==> config.mk <==
export PLATFORM = sky130hd
export DESIGN_NAME = dut_cmd_queue
export DESIGN_NICKNAME = d
export VERILOG_FILES = /design/src/rtl/dut_cmdq_pkg.sv /design/src/rtl/dut_cmdq_fifo.sv /design/src/rtl/dut_cmd_queue.sv
export SDC_FILE = /design/constraint.sdc
export NUM_CORES = 1
export LEC_CHECK = 0
export CELL_PAD_IN_SITES_DETAIL_PLACEMENT = 0
export CELL_PAD_IN_SITES_GLOBAL_PLACEMENT = 1
export CORE_MARGIN = 3
export CORE_UTILIZATION = 45
export CTS_CLUSTER_DIAMETER = 150
export DETAILED_ROUTE_END_ITERATION = 12
export PLACE_DENSITY_LB_ADDON = 0.1
export SLEW_MARGIN = 25
export SYNTH_ARGS = -nofsm -noshare
export SYNTH_HDL_FRONTEND = slang
export SYNTH_SLANG_ARGS = --single-unit
==> constraint.sdc <==
create_clock -name clk -period 3.5 [get_ports clk]
set_clock_uncertainty 0.2 [all_clocks]
set_input_delay 0.875 -clock clk [delete_from_list [all_inputs] [get_ports clk]]
set_output_delay 0.875 -clock clk [all_outputs]
set_load 0.02 [all_outputs]
==> src/rtl/dut_cmdq_pkg.sv <==
// Shared types for the tinyALU command queue: command payload, issue FSM states, error codes.
package dut_cmdq_pkg;

    typedef struct packed {
        logic [31:0] a;
        logic [31:0] b;
        logic [7:0]  op;
        logic        op_pf;
        logic        sv;
    } cmdq_cmd_t;

    typedef enum logic [1:0] {
        ST_IDLE  = 2'd0,
        ST_ISSUE = 2'd1,
        ST_WAIT  = 2'd2,
        ST_RESP  = 2'd3
    } cmdq_state_e;

    localparam logic [7:0] CMDQ_ERR_TIMEOUT = 8'hFE;

endpackage

==> src/rtl/dut_cmdq_fifo.sv <==
// Synchronous command FIFO; pointers carry one extra wrap bit to tell full from empty.
module dut_cmdq_fifo
    import dut_cmdq_pkg::*;
#(
    parameter int DEPTH = 4
) (
    input  logic                     clk,
    input  logic                     reset_n,
    input  logic                     push,
    input  logic                     pop,
    input  cmdq_cmd_t                din,
    output cmdq_cmd_t                dout,
    output logic                     full,
    output logic                     empty,
    output logic [$clog2(DEPTH):0]   count
);
    localparam int PW = $clog2(DEPTH);

    cmdq_cmd_t     mem_r [DEPTH];
    logic [PW:0]   wr_ptr_r;
    logic [PW:0]   rd_ptr_r;

    assign dout  = mem_r[rd_ptr_r[PW-1:0]];
    assign full  = (wr_ptr_r[PW] != rd_ptr_r[PW]) && (wr_ptr_r[PW-1:0] == rd_ptr_r[PW-1:0]);
    assign empty = (wr_ptr_r == rd_ptr_r);
    assign count = wr_ptr_r - rd_ptr_r;

    // Storage write and pointer advance; a push while full is dropped.
    always_ff @(posedge clk or negedge reset_n) begin
        if (!reset_n) begin
            wr_ptr_r <= '0;
            rd_ptr_r <= '0;
            for (int i = 0; i < DEPTH; i++) begin
                mem_r[i] <= '0;
            end
        end else begin
            if (push && !full) begin
                mem_r[wr_ptr_r[PW-1:0]] <= din;
                wr_ptr_r                <= wr_ptr_r + (PW+1)'(1);
            end
            if (pop && !empty) begin
                rd_ptr_r <= rd_ptr_r + (PW+1)'(1);
            end
        end
    end

endmodule

==> src/rtl/dut_cmd_queue.sv <==
// Command issue stage in front of the tinyALU: buffers host commands and runs them one at a time.
// Optional WAIT watchdog is compiled in with `DUT_CMDQ_TIMEOUT_EN.
module dut_cmd_queue
    import dut_cmdq_pkg::*;
#(
    parameter int DEPTH       = 4,
    parameter int TIMEOUT_CYC = 64
) (
    input  logic                     clk,
    input  logic                     reset_n,
    input  logic                     cmd_valid,
    output logic                     cmd_ready,
    input  logic [31:0]              cmd_A,
    input  logic [31:0]              cmd_B,
    input  logic [7:0]               cmd_op,
    input  logic                     cmd_op_pf,
    input  logic                     cmd_sv,
    output logic                     rsp_valid,
    input  logic                     rsp_ready,
    output logic [63:0]              rsp_result,
    output logic [7:0]               rsp_err,
    output logic                     rsp_timeout,
    output logic [31:0]              dut_A,
    output logic [31:0]              dut_B,
    output logic [7:0]               dut_op,
    output logic                     dut_op_pf,
    output logic                     dut_sv,
    output logic                     dut_start,
    input  logic                     dut_done,
    input  logic [63:0]              dut_result,
    input  logic [7:0]               dut_err,
    output logic                     busy,
    output logic [$clog2(DEPTH):0]   q_count
);
    if (DEPTH < 2 || (DEPTH & (DEPTH - 1)) != 0 || TIMEOUT_CYC < 2) begin : g_bad_param
        $error("dut_cmd_queue: DEPTH must be a power of 2 >= 2 and TIMEOUT_CYC >= 2");
    end

    cmdq_state_e state_r;
    cmdq_cmd_t   fifo_din_s;
    cmdq_cmd_t   fifo_dout_s;
    cmdq_cmd_t   issue_r;
    logic        push_s;
    logic        pop_s;
    logic        full_s;
    logic        empty_s;
    logic        run_r;
    logic        start_r;
    logic        rsp_valid_r;
    logic [63:0] rsp_result_r;
    logic [7:0]  rsp_err_r;

`ifdef DUT_CMDQ_TIMEOUT_EN
    localparam int            TW      = $clog2(TIMEOUT_CYC) + 1;
    localparam logic [TW-1:0] TO_LAST = TW'(TIMEOUT_CYC - 2);
    logic [TW-1:0] wait_cnt_r;
    logic          rsp_timeout_r;
    assign rsp_timeout = rsp_timeout_r;
`else
    assign rsp_timeout = 1'b0;
`endif

    assign fifo_din_s = '{a: cmd_A, b: cmd_B, op: cmd_op, op_pf: cmd_op_pf, sv: cmd_sv};
    // run_r keeps cmd_ready low while reset is asserted.
    assign cmd_ready  = run_r && !full_s;
    assign push_s     = cmd_valid && cmd_ready;
    assign pop_s      = (state_r == ST_IDLE) && !empty_s;

    assign dut_A      = issue_r.a;
    assign dut_B      = issue_r.b;
    assign dut_op     = issue_r.op;
    assign dut_op_pf  = issue_r.op_pf;
    assign dut_sv     = issue_r.sv;
    assign dut_start  = start_r;
    assign rsp_valid  = rsp_valid_r;
    assign rsp_result = rsp_result_r;
    assign rsp_err    = rsp_err_r;
    assign busy       = (state_r != ST_IDLE) || !empty_s;

    dut_cmdq_fifo #(.DEPTH(DEPTH)) u_fifo (
        .clk     (clk),
        .reset_n (reset_n),
        .push    (push_s),
        .pop     (pop_s),
        .din     (fifo_din_s),
        .dout    (fifo_dout_s),
        .full    (full_s),
        .empty   (empty_s),
        .count   (q_count)
    );

    // Marks the first clock after reset release.
    always_ff @(posedge clk or negedge reset_n) begin
        if (!reset_n) begin
            run_r <= 1'b0;
        end else begin
            run_r <= 1'b1;
        end
    end

    // Issue FSM with issue register and response register.
    always_ff @(posedge clk or negedge reset_n) begin
        if (!reset_n) begin
            state_r      <= ST_IDLE;
            issue_r      <= '0;
            start_r      <= 1'b0;
            rsp_valid_r  <= 1'b0;
            rsp_result_r <= 64'h0;
            rsp_err_r    <= 8'h00;
`ifdef DUT_CMDQ_TIMEOUT_EN
            wait_cnt_r    <= '0;
            rsp_timeout_r <= 1'b0;
`endif
        end else begin
            case (state_r)
                ST_IDLE: begin
                    if (!empty_s) begin
                        issue_r <= fifo_dout_s;
                        start_r <= 1'b1;
                        state_r <= ST_ISSUE;
                    end
                end
                ST_ISSUE: begin
                    start_r <= 1'b0;
                    state_r <= ST_WAIT;
`ifdef DUT_CMDQ_TIMEOUT_EN
                    wait_cnt_r <= '0;
`endif
                end
                ST_WAIT: begin
                    if (dut_done) begin
                        rsp_result_r <= dut_result;
                        rsp_err_r    <= dut_err;
                        rsp_valid_r  <= 1'b1;
                        state_r      <= ST_RESP;
`ifdef DUT_CMDQ_TIMEOUT_EN
                        rsp_timeout_r <= 1'b0;
                    end else if (wait_cnt_r == TO_LAST) begin
                        rsp_result_r  <= 64'h0;
                        rsp_err_r     <= CMDQ_ERR_TIMEOUT;
                        rsp_timeout_r <= 1'b1;
                        rsp_valid_r   <= 1'b1;
                        state_r       <= ST_RESP;
                    end else begin
                        wait_cnt_r <= wait_cnt_r + TW'(1);
`endif
                    end
                end
                ST_RESP: begin
                    if (rsp_ready) begin
                        rsp_valid_r <= 1'b0;
                        state_r     <= ST_IDLE;
                    end
                end
                default: begin
                    start_r     <= 1'b0;
                    rsp_valid_r <= 1'b0;
                    state_r     <= ST_IDLE;
                end
            endcase
        end
    end

endmodule

Yosys cells after proc, flatten, opt, wreduce, memory -nomap -nowiden
Cells that the tools add are included.

Bits of input ports: 151. Logic and storage cells: 85. Output and inout port bits: 154. Memories: 0. Memory bits (read-only): 0. Memory bits (writable): 0. Bits in latches: 0. Register bits: 453.

Reductions and logical operators: 19. Add/sub/neg operators: 3. Shift-type cells: 0. Multiplexer cells: 15. $mul: 0. Magnitude comparators: 3. Bitwise logic cells: 3. Eq/ne operators: 9. Div/mod/pow operators: 0.

Operators with widths (number): $bwmux 296 (1); $mux 74 (3); $bmux 74 s2 (1); $demux 74 s2 (1); $pmux 2 s4 (1); $logic_and 1x1->1 (7); $add 3x1->3 const B (2); $ge 3x3->1 const B (2); $mux 2 (3); $ne 2x2->1 const B (3); $not 2->3 (2); $reduce_and 2->1 (3); $reduce_and 3->1 (2); $reduce_bool 2->1 (3); $eq 2x2->1 const B (2); $pmux 1 s2 (2); $eq 3x3->1 (1); $lt 3x1->1 const B (1); $mux 1 (3); $sub 3x3->3 (1); $eq 2x1->1 const B (1); $eq 2x2->1 (1); $logic_not 1->1 (2); $logic_not 2->1 (1); other kinds (3) (3).

Logic depth before layout (Yosys ltp)
Gate-level depths: netlist of run 1.

Depth after elaboration: 6. Mapped depth: 10. Gate-level depth less buffers: 5.

By module
A second synthesis of run 1 with hierarchy kept.

Cell total of the unflattened synthesis: 1104. Area total of the unflattened synthesis: 19304.8 um^2.

By module, submodules not included: dut_cmdq_fifo (area an instance 13255.2 um^2, cells each 762, sequential area each 7557.2 um^2, instances 1); dut_cmd_queue (area an instance 6049.6 um^2, cells each 342, sequential area each 3778.6 um^2, instances 1).

Worst setup path before layout of run 1
No wires, ideal clock.

Kind: flip-flop to output port. Start point: register u_fifo.rd_ptr_r[1]. End point: output port cmd_ready. Slack: 133 ps. Required time: 2425 ps. Buffers on the path: 3. Data arrival time: 2292 ps. Cell stages (with the launch flop): 8. Path through: dfrtp_1 -> buf_1 -> clkbuf_1 -> inv_1 -> ha_1 -> and2_1 -> clkbuf_1 -> a21boi_0.

Word-level cells in the longest chain between the ends: 4.

RTL lines: from (decl) (RTL line dut_cmdq_fifo.sv:21) `logic [PW:0] rd_ptr_r;`; from (signal assigned) (RTL line dut_cmdq_fifo.sv:42) `rd_ptr_r <= rd_ptr_r + (PW+1)'(1);`; $eq 2x2->1 (RTL line dut_cmdq_fifo.sv:24) `assign full = (wr_ptr_r[PW] != rd_ptr_r[PW]) && (wr_ptr_r[PW-1:0] == rd_ptr_r[PW-1:0]);`; $logic_and 1x1->1 (RTL line dut_cmdq_fifo.sv:24); $logic_not 1->1 (RTL line dut_cmd_queue.sv:65) `assign cmd_ready = run_r && !full_s;`; $logic_and 1x1->1 (RTL line dut_cmd_queue.sv:65); to (decl) (RTL line dut_cmd_queue.sv:12) `output logic cmd_ready,`.

No other way between the ends.

Worst setup path in the final report of run 1
Same ends and word-level chain as after synthesis.

==> results of run 1 <==
==> layout by cell type (no fill, tap or decap), types with 6 or more instances in the layout <==
cell                              synthesis  routed
sky130_fd_sc_hd__dfrtp_1                453     451
sky130_fd_sc_hd__mux2_2                 445     445
sky130_fd_sc_hd__clkdlybuf4s50_1          0     298
sky130_fd_sc_hd__mux4_2                  74      74
sky130_fd_sc_hd__clkbuf_16                0      51
sky130_fd_sc_hd__clkbuf_1                16      17
sky130_fd_sc_hd__buf_12                   0      17
sky130_fd_sc_hd__buf_4                    4      15
sky130_fd_sc_hd__clkbuf_8                 0      14
sky130_fd_sc_hd__ha_1                    12      12
sky130_fd_sc_hd__inv_1                    9       9
sky130_fd_sc_hd__clkinv_2                 0       6
==> cells by family after synthesis <==
logic type | share of synthesized area (%)
AOI/OAI and AO/OA | 0.3936
xor gates and xnor gates | 0.3670
other | 0.04005
DFF | 60.45
and+or+nand+nor | 0.3335
buffers and inverters | 1.848
muxes | 35.66
adders and majority gates | 0.9074
==> layer usage <==
| layer | global-route usage, % | share of wire, % |
|---|---|---|
| met5 | 0 | 0.036 |
| met4 | 5.115 | 1.7 |
| met3 | 4.539 | 5.4 |
| met2 | 32.31 | 50 |
| met1 | 25.49 | 43 |
==> power groups by stage <==
| stage | registers [mW] | clock network (mW) | logic, mW |
|---|---|---|---|
| after floorplan | 10.0 | 0 | 5.81 |
| after global placement | 9.27 | 0 | 10.2 |
| after detailed placement | 9.38 | 0 | 10.3 |
| after CTS | 9.31 | 5.42 | 10.3 |
| after global routing | 9.64 | 5.64 | 10.9 |
| final | 9.29 | 5.26 | 10.1 |
==> worst paths after layout <==
| check | cells after the start | from | endpoint | slack (ns) |
|---|---|---|---|---|
| setup / recovery | 5 | u_fifo.rd_ptr_r[1]$_DFFE_PN0P_ | cmd_ready | 0.17 |
| hold / removal | 1 | reset_n | dut_A[13]$_DFFE_PN0P_ | 0.08 |
| setup reg to reg | 7 | u_fifo.rd_ptr_r[1]$_DFFE_PN0P_ | u_fifo.mem_r[62]$_DFFE_PN0P_ | 0.68 |
| hold reg to reg | 1 | u_fifo.mem_r[78]$_DFFE_PN0P_ | u_fifo.mem_r[78]$_DFFE_PN0P_ | 0.30 |
| max in group asynchronous | 2 | reset_n | u_fifo.mem_r[250]$_DFFE_PN0P_ | 2.14 |
| min in group clk | 1 | u_fifo.mem_r[78]$_DFFE_PN0P_ | u_fifo.mem_r[78]$_DFFE_PN0P_ | 0.30 |
==> layout make-up <==
cell class	count	area (µm²)	share of cell area (%)
timing repair buffer	335	3486	14.33
clock inverter	10	128.9	0.5299
antenna	1	2.502	0.01029
sequential	453	11340	46.64
multi-input combinational	568	7129	29.31
clock buffer	82	1533	6.302
tap	532	665.6	2.737
inverter	9	33.78	0.1389
==> stage by stage <==
step | cells | hold slack [ns] | power, mW | area (µm²) | util, %
4_1_cts | 1989 | 0.06561 | 25.04 | 24320 | 59.29
3_3_place_gp | 1897 | 0.2841 | 19.45 | 22660 | 55.25
3_5_place_dp | 1897 | 0.2903 | 19.70 | 22660 | 55.25
5_1_grt | 1989 | 0.08927 | 26.15 | 24320 | 59.29
6_report | 1990 | 0.07986 | 24.68 | 24320 | 59.30
2_1_floorplan | 1095 | 0.2751 | 15.84 | 18750 | -
==> worst register-to-register path, stage by stage (launching register included) <==
cell,delay [ns]
sky130_fd_sc_hd__dfrtp_4,0.57
sky130_fd_sc_hd__inv_1,0.08
sky130_fd_sc_hd__ha_1,0.30
sky130_fd_sc_hd__and2_1,0.20
sky130_fd_sc_hd__buf_4,0.19
sky130_fd_sc_hd__a21oi_4,0.52
sky130_fd_sc_hd__buf_12,0.27
sky130_fd_sc_hd__mux2_2,0.37
==> state kept, by name, indices dropped and copies added, names as in the netlist, 2 cells and up <==
name / count
dut_B: 32
u_fifo.rd_ptr_r: 3
u_fifo.wr_ptr_r: 3
rsp_err: 8
dut_A: 32
u_fifo.mem_r: 296
dut_op: 8
state_r: 2
rsp_result: 64
==> out/summary.txt, run 1 <==
PLACE
----------------------------------------------------------------------------
Worst Setup Slack post-DPL                                         0.4376 ns
Number of input and output port buffers inserted                         303
Placer congestion estimate                                            0.7202
HPWL after DPL                                                      26.11 mm

WORST SETUP PATH
----------------------------------------------------------------------------
Cell type of the slowest stage on the worst timing path         sky130_fd_sc_hd__dfrtp_4
Top Family by Delay on Critical Path                              flip-flops
Number of buffers and inverters on the critical path                       2
Critical path startpoint category                                  flip-flop
Crit end category                                               primary output
CP Cell Sequence                                                inv_1 -> ha_1 -> and2_1 -> a21boi_0 -> dlygate4sd2_1
Worst-path maximum fanout                                                 14
Signal arrival time at the worst endpoint                            2.26 ns
Class of the most critical setup path                           flip-flop to primary output
Slowest cell delay on critical path                                  0.57 ns
Data required time of the worst path                                 2.42 ns

POWER AND IR DROP
----------------------------------------------------------------------------
Lkg Pwr                                                             10.17 nW
Maximum resistive drop on vdd                                      0.5195 mV
Part of the total power dissipated in combinational logic              41.0%
Net Switching                                                       7.629 mW
Flop pwr share                                                         37.7%
Total internal power                                                17.05 mW
Clock Power Share                                                      21.3%
Total power density per cell area                                1015 mW/mm²
Switching power as a share of total power                             30.92%

SYNTHESIS
----------------------------------------------------------------------------
Library cell with the largest summed area after synthesis       sky130_fd_sc_hd__dfrtp_1
Share of synthesized registers carrying an async set or reset         100.0%
Number of warnings issued by yosys                                         0
Mean Syn Cell Area                                                 17.13 µm²
Cell area after technology mapping                               0.01875 mm²
Number of flip-flops and latches in the synthesized netlist              453
Share of the synthesized area in the top cell type                    60.45%
EDFF count, synth                                                          0
Sequential fraction of the synthesis area                             60.45%
Prevailing post-synth register cell                             sky130_fd_sc_hd__dfrtp_1
Post-synth cell types                                                     26
Cell count after synthesis                                             1,095
Synth top cells by count                                        sky130_fd_sc_hd__dfrtp_1 (453), sky130_fd_sc_hd__mux2_2 (445), sky130_fd_sc_hd__mux4_2 (74), sky130_fd_sc_hd__buf_2 (43), sky130_fd_sc_hd__clkbuf_1 (16)
Net count after synthesis                                              1,259
Leading post-synthesis cells by cell area                       sky130_fd_sc_hd__dfrtp_1 (60%), sky130_fd_sc_hd__mux2_2 (27%), sky130_fd_sc_hd__mux4_2 (8.9%)
Cell with the most instances after synthesis                    sky130_fd_sc_hd__dfrtp_1

DIE
----------------------------------------------------------------------------
Number of rows in the core area                                           74
Total Die Area                                                   0.04416 mm²
I/O pin count                                                            305
Height of the die                                                   210.1 µm
Starting utilization of the core area                                 45.72%
Core Box Area                                                    0.04102 mm²
Overall die width                                                   210.1 µm

MIN PATH
----------------------------------------------------------------------------
Type of the worst min-delay path                                input port to asynchronous set/reset pin

LAYOUT
----------------------------------------------------------------------------
Fillers                                                                3,188
Ratio of cells with drive above 1 in the final layout                 43.65%
# nets final                                                           1,580
Area delta synth->final                                               29.70%

DETAILED ROUTING
----------------------------------------------------------------------------
Final wirelength                                                    41.82 mm
Antenna viol nets, final                                                   0
Routed via count                                                      10,490
Detailed router's first-iteration violation count                        386
Residual DRC                                                               0
Routed wire per std cell                                            21.02 µm
Length of the first detailed-routing pass in iterations                    4
Number of vias per cell after detailed routing                         5.272

CLOCK TREE
----------------------------------------------------------------------------
Clock insertion delay at the later pin of the skew report            0.57 ns
Clock-pin slew on the worst setup and hold paths                     0.06 ns
Post-CTS Setup Inserts                                                     0
# clock sinks                                                            453
Hold Buf Count CTS                                                         0
H-Tree Level Count                                                         2
Quantity of gates resized following cts                                    4
Number of buffers added by the clock tree synthesis step                  49
Clock tree from TritonCTS                                               done
Buffer depth of the longest clock path                                     3
CTS Root Buffer Type                                            sky130_fd_sc_hd__clkbuf_16

STA
----------------------------------------------------------------------------
Fin Setup TNS                                                           0 ns
Final count of negative-setup-slack endpoints                              0
Slew at the pin with the worst max-slew slack                      0.8267 ns
Final setup margin                                                 0.1656 ns
Max Transition Viols Final                                                 0
Unrepaired setup endpoints after global routing                           no
Fin crit share                                                        95.27%
Clock period minus final worst setup slack                          3.334 ns
Final Hold Viols                                                           0
Max-Slew Margin vs Limit                                              44.89%
Fmax                                                               299.9 MHz

GRT
----------------------------------------------------------------------------
Global-route usage over all layers                                    19.26%
Initial antenna violation count                                            1
Maximum number of pins on one net before global-route repair              83
Leftover overflow at the end of global routing                             0
Number of global-route vias before repair                             11,500
Wire length of the first global-routing pass                        66.70 mm

STATUS
----------------------------------------------------------------------------
Status                                                          complete, no violations

JOB
----------------------------------------------------------------------------
Reported max-cap violation count                                           0

No activity file was read; power rests on OpenSTA's default activity.
==> run 2, diff against run 1 <==
- HOLD_SLACK_MARGIN: default -> 0.02
==> results of run 2 <==
No change in the layout: final DEF, timing and power equal those of run 1.
==> run 3, diff against run 2 <==
- GPL_ROUTABILITY_DRIVEN: default -> 0
==> results of run 3 <==
No change in the layout: final DEF, timing and power equal those of run 1.
==> patch 1, RTL diff (settings of run 3) <==
Build with the macro `DUT_CMDQ_TIMEOUT_EN` defined.
--- a/src/rtl/dut_cmd_queue.sv
+++ b/src/rtl/dut_cmd_queue.sv
@@ -1,5 +1,7 @@
 // Command issue stage in front of the tinyALU: buffers host commands and runs them one at a time.
 // Optional WAIT watchdog is compiled in with `DUT_CMDQ_TIMEOUT_EN.
+`define DUT_CMDQ_TIMEOUT_EN
+
 module dut_cmd_queue
     import dut_cmdq_pkg::*;
 #(
Formal check against the unedited RTL: same outputs for any inputs over 4 cycles, from zero or initial values and one cycle with reset_n low; that may be too few to reach the edited logic, so the function may still have changed.
==> patch 1 against run 3 <==
- sequential cell count increased by 8
- routed wire length rose by 10%
- setup slack improved by 0.064 ns
- utilization fell by 0.79 points
- global-route usage grew 0.45 points
- final area up 4.8%
- power rose by 5.5%
- die area grew 6.6%
- area after synthesis increased by 6.8%
- critical path type unchanged
- largest power group unchanged
==> patch 1: results (changes against run 3) <==
\begin{tabular}{lr}
\hline
Metric & Value \\
\hline
\multicolumn{2}{l}{\textbf{Power}} \\
Internal Dissipation & 17940 uW (was 17050 uW) \\
Combinational cell fraction of total power & 42.7\% (was 41.0\%) \\
Leakage component of the power & 0.01171 uW (was 0.01017 uW) \\
Peak ir drop on the vdd network & 0.4830 mV (was 0.5195 mV) \\
Seq. pwr & 9440 uW (was 9290 uW) \\
Power density over the cells & 1021 nW/um2 (was 1015 nW/um2) \\
\multicolumn{2}{l}{\textbf{Clock network}} \\
Number of cells upsized or downsized after cts & 2 (was 4) \\
Number of buffers inserted during clock tree synthesis & 50 (was 49) \\
\multicolumn{2}{l}{\textbf{Detailed routing}} \\
Number of vias per cell & 5.324 (was 5.272) \\
Drt first-iter violations & 549 (was 386) \\
Post-DR wirelength/cell & 22.11 um (was 21.02 um) \\
DR pass1 iterations & 6 (was 4) \\
\multicolumn{2}{l}{\textbf{Placement}} \\
Cell total after placement & 1994 (was 1897) \\
Input/output buffers & 304 (was 303) \\
Placement Cell Area & 23740 um2 (was 22660 um2) \\
\multicolumn{2}{l}{\textbf{Setup path}} \\
Setup crit start & u\_fifo.rd\_ptr\_r[0] (was u\_fifo.rd\_ptr\_r[1]) \\
Kind of cell adding the most delay to the critical path & adder cells (was flip-flops) \\
R2R Setup Slk & 0.77 ns (was 0.68 ns) \\
\multicolumn{2}{l}{\textbf{Final layout}} \\
Plain + repair buffers & 337 (was 335) \\
Area occupied by multi-input gates & 7870 um2 (was 7129 um2) \\
FF+latch area & 11540 um2 (was 11340 um2) \\
Number of multi-input combinational cells in the layout & 598 (was 568) \\
Diode count & 0 (was 1) \\
Clock buffer count & 74 (was 82) \\
Invs w/o clock & 13 (was 9) \\
\multicolumn{2}{l}{\textbf{Synthesis}} \\
Top area cells in the synthesized netlist & dfrtp\_1 58\%, mux2\_4 15\%, mux4\_2 8.3\% (was dfrtp\_1 60\%, mux2\_2 27\%, mux4\_2 8.9\%) \\
Mean instance size in the synthesized netlist & 17.48 um2 (was 17.13 um2) \\
Library cells used by synthesis & 41 (was 26) \\
Net count of the mapped netlist & 1312 (was 1259) \\
Most frequent cells after synthesis & 461 x dfrtp\_1, 197 x mux2\_4, 125 x mux2\_2 (was 453 x dfrtp\_1, 445 x mux2\_2, 74 x mux4\_2) \\
Share of the yosys chip area belonging to registers & 57.57\% (was 60.45\%) \\
\multicolumn{2}{l}{\textbf{Status}} \\
Status & completed (unchanged) \\
\multicolumn{2}{l}{\textbf{Global routing}} \\
Largest net degree at the start of global routing & 78 (was 83) \\
Wire length of the first global-routing pass & 72.84 mm (was 66.70 mm) \\
\hline
\end{tabular}
patch 1: cell types whose count changed in the layout (fill, tap and decap cells not counted), moves of 7 or more:
cell / before / now
a22o_1: 0 / 65
clkbuf_1: 17 / 8
clkinv_2: 6 / 15
dfrtp_1: 451 / 459
mux2_1: 0 / 50
mux2_2: 445 / 125
mux2_4: 0 / 197
o22a_1: 0 / 7
patch 1: kinds of logic (layout without fill, tap and decap cells):
group | Yosys count | after routing | synth area share, %
compound gates | 90 | 90 | 3.797
xor+xnor | 6 | 6 | 0.2997
fa+ha+maj | 15 | 15 | 0.9742
buf+inv | 87 | 444 | 3.360
flops | 461 | 461 | 57.57
mux | 449 | 449 | 33.06
other cells | 1 | 1 | 0.01872
simple gates | 37 | 37 | 0.9117
patch 1: metal layers:
layer	vias to the layer above	GRT usage (%)	share of wire (%)
met5	-	0	0.074
met4	6	5.458	1.9
met3	71	4.426	5.8
met2	268	31.63	47
met1	5872	27.28	45
li1	4900	-	-
==> patch 2, RTL diff (flow settings as in run 3) <==
Without the edit above. Re-encode `cmdq_state_e` (4 states) as one-hot, 4 bits wide.
--- a/src/rtl/dut_cmdq_pkg.sv
+++ b/src/rtl/dut_cmdq_pkg.sv
@@ -9,11 +9,11 @@
         logic        sv;
     } cmdq_cmd_t;
 
-    typedef enum logic [1:0] {
-        ST_IDLE  = 2'd0,
-        ST_ISSUE = 2'd1,
-        ST_WAIT  = 2'd2,
-        ST_RESP  = 2'd3
+    typedef enum logic [3:0] {
+        ST_IDLE  = 4'b0001,
+        ST_ISSUE = 4'b0010,
+        ST_WAIT  = 4'b0100,
+        ST_RESP  = 4'b1000
     } cmdq_state_e;
 
     localparam logic [7:0] CMDQ_ERR_TIMEOUT = 8'hFE;
Function: no difference found for any inputs over 4 cycles, from zero or initial values and one cycle with reset_n low; so few cycles prove little.
==> patch 2 against run 3 <==
- final area increased by 0.57%
- sequential cell count increased by 2
- cell count increased by 0.15%
- non-clock buffer count increased by 1
- clock power decreased by 4.2%
- count of clock-buffer cells in the layout unchanged
- setup slack got worse by 0.0012 ns
- power about the same
- sequential power about the same
- area after synthesis increased by 2.7%
- sequential share of layout area decreased by 0.053 points
- routed wire length increased by 0.84%
- critical endpoint unchanged
==> patch 2: results (changes against run 3) <==
\begin{tabular}{lr}
\hline
Metric & Value \\
\hline
\multicolumn{2}{l}{\textbf{Status}} \\
Status & completed (unchanged) \\
\multicolumn{2}{l}{\textbf{Global routing}} \\
Global-route met2 utilization & 30.74\% (was 32.31\%) \\
GR Layer Usage met1 & 25.10\% (was 25.49\%) \\
Wire length of the first global-routing pass & 66.27 mm (was 66.70 mm) \\
Number of antenna violations at the first check in global routing & 4 (was 1) \\
Via count of the first global-routing pass & 11310 (was 11500) \\
Largest net degree at the start of global routing & 77 (was 83) \\
All-layer global routing usage & 18.80\% (was 19.26\%) \\
\multicolumn{2}{l}{\textbf{Placement}} \\
DPL Wire Length & 26.62 mm (was 26.11 mm) \\
\multicolumn{2}{l}{\textbf{Final layout}} \\
Area occupied by multi-input gates & 7272 um2 (was 7129 um2) \\
Signal buffers share of area & 14.43\% (was 14.33\%) \\
Invs w/o clock & 5 (was 9) \\
Diode count & 0 (was 1) \\
Plain + repair buffers & 336 (was 335) \\
FF+latch area & 11390 um2 (was 11340 um2) \\
Layout net count & 1578 (was 1580) \\
Clock Network Area Fraction & 6.420\% (was 6.832\%) \\
Number of multi-input combinational cells in the layout & 573 (was 568) \\
\multicolumn{2}{l}{\textbf{Setup path}} \\
Largest fanout of any net on the critical path & 9 (was 14) \\
Number of cells traversed by the worst register-to-register path & 4 (was 7) \\
Critical register-to-register path endpoint & dut\_B[15] (was u\_fifo.mem\_r[62]) \\
R2R Setup Slk & 0.83 ns (was 0.68 ns) \\
\multicolumn{2}{l}{\textbf{Detailed routing}} \\
Post-DR wirelength/cell & 21.16 um (was 21.02 um) \\
Drt first-iter violations & 331 (was 386) \\
Met3 Wirelength & 2.984 mm (was 2.267 mm) \\
Number of vias per cell & 5.296 (was 5.272) \\
Total length of routed met2 wires & 19.94 mm (was 20.75 mm) \\
\multicolumn{2}{l}{\textbf{Synthesis}} \\
Post-synthesis adder-cell area fraction & 0.5587\% (was 0.9074\%) \\
Complex-gate fraction of the synthesized area & 0.4937\% (was 0.3936\%) \\
Share of the yosys chip area belonging to registers & 59.12\% (was 60.45\%) \\
Area share of xor/xnor cells in the synthesized design & 0.2729\% (was 0.3670\%) \\
Mux cell area share after synthesis & 35.14\% (was 35.66\%) \\
Library cells used by synthesis & 40 (was 26) \\
Top area cells in the synthesized netlist & dfrtp\_1 59\%, mux2\_2 21\%, mux4\_2 8.7\% (was dfrtp\_1 60\%, mux2\_2 27\%, mux4\_2 8.9\%) \\
\multicolumn{2}{l}{\textbf{Power}} \\
Part of the power in registers & 37.8\% (was 37.7\%) \\
Leakage component of the power & 0.01026 uW (was 0.01017 uW) \\
Net switching share of the total power & 31.04\% (was 30.92\%) \\
\multicolumn{2}{l}{\textbf{Clock network}} \\
Clock Sinks & 455 (was 453) \\
Number of cells upsized or downsized after cts & 3 (was 4) \\
Number of buffers inserted during clock tree synthesis & 48 (was 49) \\
\multicolumn{2}{l}{\textbf{STA}} \\
Worst hold slack after final layout & 0.04691 ns (was 0.07986 ns) \\
Remaining max-slew budget at the tightest pin & 52.28\% (was 44.89\%) \\
\hline
\end{tabular}
## patch 2: cell count changes after synthesis, sizes merged, moves of 3 or more
cell	run 3	this run
clkbuf	16	7
nor3	0	3
buf	49	63
a211oi	0	3
nor4bb	0	3
or3b	0	3
ha	12	7
inv	9	5
nor4b	0	3
## patch 2: through the flow
| stage | std cells | worst slack [ns] | total power, uW | instance area [um2] |
|---|---|---|---|---|
| floorplan | 1103 | 0.3496 | 16330 | 19260 |
| global placement | 1908 | 0.5439 | 19710 | 22890 |
| detailed placement | 1908 | 0.4994 | 19940 | 22890 |
| CTS | 1993 | 0.09810 | 25070 | 24460 |
| global route | 1993 | 0.02187 | 26180 | 24460 |
| finish | 1993 | 0.1644 | 24680 | 24460 |
## patch 2: worst max-delay path: stages (launching register included)
cell	delay, ns
dfrtp_4	0.50
inv_1	0.06
ha_1	0.29
and2_1	0.45
a21boi_0	0.19
buf_4	0.20
